--- config.mk ---
export PLATFORM = sky130hd
export DESIGN_NAME = branch_ckpt_table_flat
export DESIGN_NICKNAME = d
export VERILOG_FILES = /design/src/rtl/branch_ckpt_table_pkg.sv /design/src/rtl/branch_ckpt_table_if.sv /design/src/rtl/branch_ckpt_table_ckpt_slot.sv /design/src/rtl/branch_ckpt_table.sv /design/src/flat_wrapper.sv
export SDC_FILE = /design/constraint.sdc
export NUM_CORES = 2
export LEC_CHECK = 0
export ABC_AREA = 1
export BUFFER_PORTS_ARGS = -buffer_cell sky130_fd_sc_hd__buf_2
export CAP_MARGIN = 20
export CORE_UTILIZATION = 30
export DETAILED_ROUTE_END_ITERATION = 16
export PLACE_DENSITY = 0.49
export SYNTH_ARGS = -nofsm -noshare
export SYNTH_HDL_FRONTEND = slang
export SYNTH_SLANG_ARGS = --single-unit
--- constraint.sdc ---
create_clock -name clk -period 7.1 [get_ports clk]
set_input_delay 1.42 -clock clk [delete_from_list [all_inputs] [get_ports clk]]
set_output_delay 1.42 -clock clk [all_outputs]
set_load 0.005 [all_outputs]
--- src/rtl/branch_ckpt_table_pkg.sv ---
// Shared widths and types for the branch checkpoint table.
// Module parameters default to the constants below.
package branch_ckpt_table_pkg;
  localparam int CKPT_NUM      = 4;
  localparam int DEF_NUM_PREG  = 128;
  localparam int DEF_PREG_W    = 7;
  localparam int DEF_NUM_AREG  = 32;
  localparam int DEF_ROB_TAG_W = 5;
  localparam int DEF_FL_PTR_W  = 7;
  localparam int DEF_NUM_WB    = 3;
  localparam int CK_W          = $clog2(CKPT_NUM);

  typedef logic [CK_W-1:0] ckpt_id_t;

  typedef struct packed {
    logic [31:0]                         pc;
    logic [DEF_ROB_TAG_W-1:0]            rob_tag;
    logic [DEF_NUM_AREG*DEF_PREG_W-1:0]  rat;
    logic [DEF_NUM_PREG-1:0]             rdy;
    logic [DEF_FL_PTR_W-1:0]             fl_head;
  } ckpt_snapshot_t;
endpackage

--- src/rtl/branch_ckpt_table_if.sv ---
// Rename / branch FU / CDB / restore signals of the checkpoint table.
interface branch_ckpt_table_if
  import branch_ckpt_table_pkg::*;
#(
  parameter int NUM_CKPT  = CKPT_NUM,
  parameter int NUM_PREG  = DEF_NUM_PREG,
  parameter int PREG_W    = DEF_PREG_W,
  parameter int NUM_AREG  = DEF_NUM_AREG,
  parameter int ROB_TAG_W = DEF_ROB_TAG_W,
  parameter int FL_PTR_W  = DEF_FL_PTR_W,
  parameter int NUM_WB    = DEF_NUM_WB
);
  localparam int IW = $clog2(NUM_CKPT);

  logic                       alloc_valid;
  logic                       alloc_ready;
  logic [31:0]                alloc_pc;
  logic [ROB_TAG_W-1:0]       alloc_rob_tag;
  logic [NUM_AREG*PREG_W-1:0] alloc_rat;
  logic [NUM_PREG-1:0]        alloc_rdy;
  logic [FL_PTR_W-1:0]        alloc_fl_head;
  logic [IW-1:0]              alloc_id;
  logic                       resolve_valid;
  logic [IW-1:0]              resolve_id;
  logic                       resolve_mispredict;
  logic [NUM_WB-1:0]          wb_valid;
  logic [NUM_WB*PREG_W-1:0]   wb_preg;
  logic                       restore_valid;
  logic [31:0]                restore_pc;
  logic [ROB_TAG_W-1:0]       restore_rob_tag;
  logic [NUM_AREG*PREG_W-1:0] restore_rat;
  logic [NUM_PREG-1:0]        restore_rdy;
  logic [FL_PTR_W-1:0]        restore_fl_head;
  logic [IW:0]                occupancy;
  logic                       err;

  modport master (
    output alloc_valid, alloc_pc, alloc_rob_tag, alloc_rat, alloc_rdy, alloc_fl_head,
    output resolve_valid, resolve_id, resolve_mispredict, wb_valid, wb_preg,
    input  alloc_ready, alloc_id, restore_valid, restore_pc, restore_rob_tag,
    input  restore_rat, restore_rdy, restore_fl_head, occupancy, err
  );

  modport slave (
    input  alloc_valid, alloc_pc, alloc_rob_tag, alloc_rat, alloc_rdy, alloc_fl_head,
    input  resolve_valid, resolve_id, resolve_mispredict, wb_valid, wb_preg,
    output alloc_ready, alloc_id, restore_valid, restore_pc, restore_rob_tag,
    output restore_rat, restore_rdy, restore_fl_head, occupancy, err
  );
endinterface

--- src/rtl/branch_ckpt_table_ckpt_slot.sv ---
// One checkpoint slot: live/done control plus a snapshot whose ready
// vector keeps absorbing CDB wakeups while it sits in the table.
module ckpt_slot
  import branch_ckpt_table_pkg::*;
#(
  parameter int NUM_PREG  = DEF_NUM_PREG,
  parameter int PREG_W    = DEF_PREG_W,
  parameter int NUM_AREG  = DEF_NUM_AREG,
  parameter int ROB_TAG_W = DEF_ROB_TAG_W,
  parameter int FL_PTR_W  = DEF_FL_PTR_W
) (
  input  logic                       clk,
  input  logic                       reset,
  input  logic                       wr_en,
  input  logic                       set_done,
  input  logic                       kill,
  input  logic                       free,
  input  logic [NUM_PREG-1:0]        wake_mask,
  input  logic [31:0]                wr_pc,
  input  logic [ROB_TAG_W-1:0]       wr_rob_tag,
  input  logic [NUM_AREG*PREG_W-1:0] wr_rat,
  input  logic [NUM_PREG-1:0]        wr_rdy,
  input  logic [FL_PTR_W-1:0]        wr_fl_head,
  output logic                       live,
  output logic                       done,
  output logic [31:0]                pc,
  output logic [ROB_TAG_W-1:0]       rob_tag,
  output logic [NUM_AREG*PREG_W-1:0] rat,
  output logic [NUM_PREG-1:0]        rdy,
  output logic [FL_PTR_W-1:0]        fl_head
);
  always_ff @(posedge clk or negedge reset) begin
    if (!reset) begin
      live <= 1'b0;
      done <= 1'b0;
    end else if (wr_en) begin
      live <= 1'b1;
      done <= 1'b0;
    end else if (kill || free) begin
      live <= 1'b0;
      done <= 1'b0;
    end else if (set_done) begin
      done <= 1'b1;
    end
  end

  // Snapshot payload carries no reset; wakeups OR in every cycle, including the write cycle.
  always_ff @(posedge clk) begin
    if (wr_en) begin
      pc      <= wr_pc;
      rob_tag <= wr_rob_tag;
      rat     <= wr_rat;
      fl_head <= wr_fl_head;
      rdy     <= wr_rdy | wake_mask;
    end else begin
      rdy     <= rdy | wake_mask;
    end
  end
endmodule

--- src/rtl/branch_ckpt_table.sv ---
// In-order circular table of branch checkpoints with in-order retirement
// and single-cycle restore of the mispredicted branch's snapshot.
module branch_ckpt_table
  import branch_ckpt_table_pkg::*;
#(
  parameter int NUM_CKPT  = CKPT_NUM,
  parameter int NUM_PREG  = DEF_NUM_PREG,
  parameter int PREG_W    = DEF_PREG_W,
  parameter int NUM_AREG  = DEF_NUM_AREG,
  parameter int ROB_TAG_W = DEF_ROB_TAG_W,
  parameter int FL_PTR_W  = DEF_FL_PTR_W,
  parameter int NUM_WB    = DEF_NUM_WB
) (
  input logic clk,
  input logic reset,
  branch_ckpt_table_if.slave bus
);
  localparam int IW = $clog2(NUM_CKPT);
  typedef logic [IW:0] ptr_t;

  ptr_t                       head, tail;
  logic [IW-1:0]              head_idx, tail_idx, res_id, res_age;
  logic                       full, mp_req, alloc_fire, res_ok, mp_fire, head_free, err_q;
  logic [NUM_PREG-1:0]        wake_mask;
  logic [NUM_CKPT-1:0]        slot_live, slot_done, slot_wr, slot_set_done, slot_kill, slot_free;
  logic [31:0]                slot_pc      [NUM_CKPT];
  logic [ROB_TAG_W-1:0]       slot_rob_tag [NUM_CKPT];
  logic [NUM_AREG*PREG_W-1:0] slot_rat     [NUM_CKPT];
  logic [NUM_PREG-1:0]        slot_rdy     [NUM_CKPT];
  logic [FL_PTR_W-1:0]        slot_fl_head [NUM_CKPT];

  always_comb begin
    wake_mask = '0;
    for (int k = 0; k < NUM_WB; k++)
      if (bus.wb_valid[k]) wake_mask[bus.wb_preg[k*PREG_W +: PREG_W]] = 1'b1;
  end

  assign head_idx        = head[IW-1:0];
  assign tail_idx        = tail[IW-1:0];
  assign res_id          = bus.resolve_id;
  assign full            = (head_idx == tail_idx) && (head[IW] != tail[IW]);
  assign mp_req          = bus.resolve_valid && bus.resolve_mispredict;
  assign bus.alloc_ready = !full && !mp_req;
  assign bus.alloc_id    = tail_idx;
  assign alloc_fire      = bus.alloc_valid && bus.alloc_ready;
  // A done slot is already resolved; resolving it again is an error like a dead slot.
  assign res_ok          = bus.resolve_valid && slot_live[res_id] && !slot_done[res_id];
  assign mp_fire         = res_ok && bus.resolve_mispredict;
  assign head_free       = slot_live[head_idx] && slot_done[head_idx];
  assign res_age         = res_id - head_idx;
  assign bus.occupancy   = tail - head;
  assign bus.err         = err_q;

  for (genvar i = 0; i < NUM_CKPT; i++) begin : g_slot
    localparam logic [IW-1:0] IDX = IW'(i);
    logic [IW-1:0] age;
    assign age              = IDX - head_idx;
    assign slot_wr[i]       = alloc_fire && (tail_idx == IDX);
    assign slot_set_done[i] = res_ok && !bus.resolve_mispredict && (res_id == IDX);
    // Mispredicted slot and everything younger: age measured from head.
    assign slot_kill[i]     = mp_fire && (age >= res_age);
    assign slot_free[i]     = head_free && (head_idx == IDX);

    ckpt_slot #(
      .NUM_PREG(NUM_PREG), .PREG_W(PREG_W), .NUM_AREG(NUM_AREG),
      .ROB_TAG_W(ROB_TAG_W), .FL_PTR_W(FL_PTR_W)
    ) u_slot (
      .clk        (clk),
      .reset      (reset),
      .wr_en      (slot_wr[i]),
      .set_done   (slot_set_done[i]),
      .kill       (slot_kill[i]),
      .free       (slot_free[i]),
      .wake_mask  (wake_mask),
      .wr_pc      (bus.alloc_pc),
      .wr_rob_tag (bus.alloc_rob_tag),
      .wr_rat     (bus.alloc_rat),
      .wr_rdy     (bus.alloc_rdy),
      .wr_fl_head (bus.alloc_fl_head),
      .live       (slot_live[i]),
      .done       (slot_done[i]),
      .pc         (slot_pc[i]),
      .rob_tag    (slot_rob_tag[i]),
      .rat        (slot_rat[i]),
      .rdy        (slot_rdy[i]),
      .fl_head    (slot_fl_head[i])
    );
  end

  always_ff @(posedge clk or negedge reset) begin
    if (!reset) begin
      head  <= '0;
      tail  <= '0;
      err_q <= 1'b0;
    end else begin
      if (head_free) head <= head + ptr_t'(1);
      // Rebuilding tail from head keeps the wrap bit coherent after a flush.
      if (mp_fire)         tail <= head + ptr_t'(res_age);
      else if (alloc_fire) tail <= tail + ptr_t'(1);
      if (bus.resolve_valid && !res_ok) err_q <= 1'b1;
    end
  end

  // Restore stage: snapshot plus same-cycle wakeups, presented one cycle after the mispredict.
  always_ff @(posedge clk or negedge reset) begin
    if (!reset) begin
      bus.restore_valid   <= 1'b0;
      bus.restore_pc      <= '0;
      bus.restore_rob_tag <= '0;
      bus.restore_rat     <= '0;
      bus.restore_rdy     <= '0;
      bus.restore_fl_head <= '0;
    end else begin
      bus.restore_valid <= mp_fire;
      if (mp_fire) begin
        bus.restore_pc      <= slot_pc[res_id];
        bus.restore_rob_tag <= slot_rob_tag[res_id];
        bus.restore_rat     <= slot_rat[res_id];
        bus.restore_rdy     <= slot_rdy[res_id] | wake_mask;
        bus.restore_fl_head <= slot_fl_head[res_id];
      end
    end
  end
endmodule

--- src/flat_wrapper.sv ---
// flat-port wrapper written by rule: the top's interface ports become plain ports
module branch_ckpt_table_flat import branch_ckpt_table_pkg::*;
#(
  parameter int NUM_CKPT  = CKPT_NUM,
  parameter int NUM_PREG  = DEF_NUM_PREG,
  parameter int PREG_W    = DEF_PREG_W,
  parameter int NUM_AREG  = DEF_NUM_AREG,
  parameter int ROB_TAG_W = DEF_ROB_TAG_W,
  parameter int FL_PTR_W  = DEF_FL_PTR_W,
  parameter int NUM_WB    = DEF_NUM_WB
)
  (clk, reset, bus_alloc_valid, bus_alloc_pc, bus_alloc_rob_tag, bus_alloc_rat, bus_alloc_rdy, bus_alloc_fl_head, bus_resolve_valid, bus_resolve_id, bus_resolve_mispredict, bus_wb_valid, bus_wb_preg, bus_alloc_ready, bus_alloc_id, bus_restore_valid, bus_restore_pc, bus_restore_rob_tag, bus_restore_rat, bus_restore_rdy, bus_restore_fl_head, bus_occupancy, bus_err);
  branch_ckpt_table_if #(.NUM_CKPT(NUM_CKPT), .NUM_PREG(NUM_PREG), .PREG_W(PREG_W), .NUM_AREG(NUM_AREG), .ROB_TAG_W(ROB_TAG_W), .FL_PTR_W(FL_PTR_W), .NUM_WB(NUM_WB)) bus_i ();
  input logic clk;
  input logic reset;
  input wire logic [$bits(bus_i.alloc_valid)-1:0] bus_alloc_valid;
  input wire logic [$bits(bus_i.alloc_pc)-1:0] bus_alloc_pc;
  input wire logic [$bits(bus_i.alloc_rob_tag)-1:0] bus_alloc_rob_tag;
  input wire logic [$bits(bus_i.alloc_rat)-1:0] bus_alloc_rat;
  input wire logic [$bits(bus_i.alloc_rdy)-1:0] bus_alloc_rdy;
  input wire logic [$bits(bus_i.alloc_fl_head)-1:0] bus_alloc_fl_head;
  input wire logic [$bits(bus_i.resolve_valid)-1:0] bus_resolve_valid;
  input wire logic [$bits(bus_i.resolve_id)-1:0] bus_resolve_id;
  input wire logic [$bits(bus_i.resolve_mispredict)-1:0] bus_resolve_mispredict;
  input wire logic [$bits(bus_i.wb_valid)-1:0] bus_wb_valid;
  input wire logic [$bits(bus_i.wb_preg)-1:0] bus_wb_preg;
  output wire logic [$bits(bus_i.alloc_ready)-1:0] bus_alloc_ready;
  output wire logic [$bits(bus_i.alloc_id)-1:0] bus_alloc_id;
  output wire logic [$bits(bus_i.restore_valid)-1:0] bus_restore_valid;
  output wire logic [$bits(bus_i.restore_pc)-1:0] bus_restore_pc;
  output wire logic [$bits(bus_i.restore_rob_tag)-1:0] bus_restore_rob_tag;
  output wire logic [$bits(bus_i.restore_rat)-1:0] bus_restore_rat;
  output wire logic [$bits(bus_i.restore_rdy)-1:0] bus_restore_rdy;
  output wire logic [$bits(bus_i.restore_fl_head)-1:0] bus_restore_fl_head;
  output wire logic [$bits(bus_i.occupancy)-1:0] bus_occupancy;
  output wire logic [$bits(bus_i.err)-1:0] bus_err;
  assign bus_i.alloc_valid = bus_alloc_valid;
  assign bus_i.alloc_pc = bus_alloc_pc;
  assign bus_i.alloc_rob_tag = bus_alloc_rob_tag;
  assign bus_i.alloc_rat = bus_alloc_rat;
  assign bus_i.alloc_rdy = bus_alloc_rdy;
  assign bus_i.alloc_fl_head = bus_alloc_fl_head;
  assign bus_i.resolve_valid = bus_resolve_valid;
  assign bus_i.resolve_id = bus_resolve_id;
  assign bus_i.resolve_mispredict = bus_resolve_mispredict;
  assign bus_i.wb_valid = bus_wb_valid;
  assign bus_i.wb_preg = bus_wb_preg;
  assign bus_alloc_ready = bus_i.alloc_ready;
  assign bus_alloc_id = bus_i.alloc_id;
  assign bus_restore_valid = bus_i.restore_valid;
  assign bus_restore_pc = bus_i.restore_pc;
  assign bus_restore_rob_tag = bus_i.restore_rob_tag;
  assign bus_restore_rat = bus_i.restore_rat;
  assign bus_restore_rdy = bus_i.restore_rdy;
  assign bus_restore_fl_head = bus_i.restore_fl_head;
  assign bus_occupancy = bus_i.occupancy;
  assign bus_err = bus_i.err;
  branch_ckpt_table #(.NUM_CKPT(NUM_CKPT), .NUM_PREG(NUM_PREG), .PREG_W(PREG_W), .NUM_AREG(NUM_AREG), .ROB_TAG_W(ROB_TAG_W), .FL_PTR_W(FL_PTR_W), .NUM_WB(NUM_WB)) u_core (.clk(clk), .reset(reset), .bus(bus_i));
endmodule
==> impl_results.md <==
* Status: finished, final reports clean
* Largest net degree at the start of global routing at approximately 150
* Peak supply drop at between 200 and 250 µV
* Layout area overhead at 19.2%
* FP Rows at 187
* Die X at 513 µm
* Drt first pass iters at 6
* H-tree levels at 4
* Yosys reg bits at roughly 2000
* Final hold violations at 0
* Post-cts sizing count at 0
* Number of routed nets with antenna violations at 0
* Setup_tns at 0 ps
* Hpwl dp at 171 mm
* Commonest non-fill, non-tap cell in the layout: nand2_1
* Worst EP arrival at between 2000 and 3000 ps
* Per-cell routed wire length at 22.8 µm
* Skew final at ~85 ps
* Vias at 59200
* Worst-case clock buffer depth at 4
* Mapped Area at a little under 0.08 mm²
* Die area at roughly 0.26 mm²
* Setup Fix Bufs, Post-CTS at 0
* Comb power frac at a little over 5%
* Seq pwr share at between 40 and 50%
* Setup-failing EPs final at 0
* Root Buffer: clkbuf_16
* Final period util at 57.7%
* Req. time, crit path at 5680 ps
* Final GP Congestion at 0.829
* Unique masters post-synth at 39
* Clock slew at reported path FFs at roughly 60 ps
* Switching power at 5.80 mW
* Number of fill cells at ~26000
* HP Class: reg2reg
* Crit-path max FO at 10
* F_max at 244 MHz
* Initial antenna violation count at 153
* Sw Ratio at between 20% and 30%
* Cts hold-fix bufs at 0
* IO Port Bufs at 830
* Post-Synthesis Cells at between 7000 and 8000
* Leading cell types in the layout, fill and taps excluded: nand2_1 (2811), edfxtp_1 (1072), buf_2 (829), dfxtp_1 (512), nand3_1 (493)
* Fraction of layout cells with a size suffix above 1 at 15.2%
* P per Cell Area at about 280 mW/mm²
* Startpoint types: register
* Nets at between 8000 and 9000
* Yosys warns at 0
* Clk_lat worst skew at around 920 ps
* Slew margin rel. at about 10%
* CP Capture Type: primary output
* Hold_ws at about 450 ps
* DRT iter0 DRCs at 4620
* Vias in the first global route at 56800
* GR Overflow Total at 0
* Post-synthesis sequential area ratio at between 60% and 70%
* Cell area after layout at slightly above 0.09 mm²
* RSZ-0062 raised after global routing: false
* LEAKAGE at 41.7 nW
* Tightest Pin Transition at 1350 ps
* CTS sink count at approximately 2000
* IO Count at about 830
* Vias per std cell at roughly 4.9
* Clock share of power at 45.6%
* Slew Viols, Final at 0
* Pint at 19.9 mW
* Cts bufs inserted at 223
* DIE HEIGHT at roughly 500 µm
* Period minus WS final at 4100 ps
* All-Layer GR Usage at about 20%
* Post-DP Area at about 0.086 mm²
* Mapped Avg Cell Area at 10.2 µm²
* Initial Utilization at a little under a third
* FF/Latch Area at around 0.053 mm²
* Post-Syn Nets at roughly 8100
* WS Path Type: reg2out
* Post-route DRC at 0
* Final wirelength at about 270 mm
* Area of the multi-input gates at between 0.02 and 0.025 mm²
* Global-route wire length before repair at roughly 400 mm
* Max Cap Viol at 0
* CTS tree: yes
* Core Area at 0.259 mm²
routing by layer:
| layer | part of all wire (%) | wire, µm | vias to the layer above | GRT usage, % |
|---|---|---|---|---|
| met5 | 0.28 | 764 | - | 0 |
| met2 | 45 | 124000 | 2108 | 32.0 |
| li1 | - | - | 27500 | - |
| met3 | 9.2 | 25100 | 607 | 6.64 |
| met1 | 42 | 116000 | 28900 | 26.1 |
| met4 | 2.9 | 7990 | 122 | 5.93 |
area by class of cell:
| cell class | instances | share of cell area (%) |
|---|---|---|
| Tap cell | 3402 | 4.56 |
| Multi-Input combinational cell | 4792 | 23.4 |
| Sequential cell | 1996 | 56.6 |
| Clock inverter | 101 | 1.21 |
| Inverter | 447 | 1.87 |
| Antenna cell | 35 | 0.0939 |
| Clock buffer | 309 | 6.76 |
| Timing Repair Buffer | 927 | 5.53 |
sequential cells by signal, summed over array words and instances (netlist names):
| register | flops |
|---|---|
| u_core.bus.err | 1 |
| u_core.tail | 3 |
| u_core.bus.restore_rdy | 128 |
| u_core.head | 3 |
| u_core.g_slot.u_slot.rob_tag | 20 |
| u_core.bus.restore_pc | 32 |
| u_core.g_slot.u_slot.rdy | 512 |
| u_core.bus.restore_valid | 1 |
| u_core.g_slot.u_slot.live | 4 |
| u_core.bus.restore_rat | 224 |
| u_core.g_slot.u_slot.pc | 128 |
| u_core.bus.restore_fl_head | 7 |
| u_core.g_slot.u_slot.rat | 896 |
| u_core.g_slot.u_slot.fl_head | 28 |
| u_core.g_slot.u_slot.done | 4 |
| u_core.bus.restore_rob_tag | 5 |
kinds of logic (layout without fill, tap and decap cells):
group / Yosys count / after routing / synth area share, %
flops: 1996 / 1996 / 67.4
xor+xnor: 5 / 5 / 0.0560
fa+ha+maj: 18 / 18 / 0.317
buf+inv: 849 / 1784 / 4.71
simple gates: 3583 / 3583 / 18.2
compound gates: 1186 / 1186 / 9.30
other cells: 0 / 35 / 0
cells in the mapped netlist (all sizes together):
| library cell | n | area, µm² |
|---|---|---|
| a21o | 1 | 7.51 |
| a21oi | 323 | 1620 |
| a22oi | 358 | 2690 |
| and2 | 3 | 18.8 |
| and3 | 5 | 31.3 |
| buf | 217 | 1310 |
| clkbuf | 185 | 696 |
| clkinv | 3 | 11.3 |
| dfrtp | 412 | 10300 |
| dfxtp | 512 | 10200 |
| edfxtp | 1072 | 32200 |
| fa | 3 | 60.1 |
| ha | 15 | 188 |
| inv | 444 | 1670 |
| nand2 | 2815 | 10600 |
| nand3 | 494 | 2480 |
| nand3b | 1 | 7.51 |
| nand4 | 31 | 194 |
| nor2 | 208 | 800 |
| nor3 | 19 | 95.1 |
| o211ai | 108 | 811 |
| o21a | 1 | 7.51 |
| o21ai | 257 | 1290 |
| o22ai | 138 | 863 |
| or2 | 7 | 43.8 |
| xnor2 | 2 | 17.5 |
| xor2 | 3 | 26.3 |
stage by stage:
stage                     worst slack, ps  cells  utilization, %  total power, mW
final                                3000  12000            35.9             25.7
after global placement               2470  11600            33.0             14.1
after detailed placement             2410  11600            33.0             14.2
after CTS                            2870  12000            35.9             25.9
after global routing                 2750  12000            35.9             26.5
after floorplan                      1170   7637               -             13.6
final timing paths:
check | endpoint | cells past startpoint | slack (ps) | startpoint
min reg2reg | u_core.g_slot[2].u_slot.rdy[9] | 2 | 450 | u_core.g_slot[2].u_slot.rdy[9]
min in group asynchronous | u_core.bus.restore_rat[60] | 1 | 600 | reset
max | bus_alloc_ready | 6 | 3000 | u_core.head[1]
min | u_core.g_slot[2].u_slot.rdy[9] | 2 | 450 | u_core.g_slot[2].u_slot.rdy[9]
max reg2reg | u_core.g_slot[0].u_slot.rdy[21] | 9 | 3200 | u_core.head[1]
max in group asynchronous | u_core.bus.restore_pc[24] | 2 | 4980 | reset
critical path, cell delays in order (launching register included):
cell and delay, ps:
dfrtp_1 590, inv_1 250, ha_1 340, nand2_1 40
nand3b_1 250, and2_1 210, buf_2 160
power groups by stage:
stage / combinational (mW) / clock [mW] / sequential (mW)
5_1_grt: 1.45 / 12.4 / 12.7
6_report: 1.30 / 11.7 / 12.7
2_1_floorplan: 0.714 / 0 / 12.9
3_5_place_dp: 1.31 / 0 / 12.9
4_1_cts: 1.31 / 12.0 / 12.6
3_3_place_gp: 1.28 / 0 / 12.9
(Power assumes the default switching activity.)
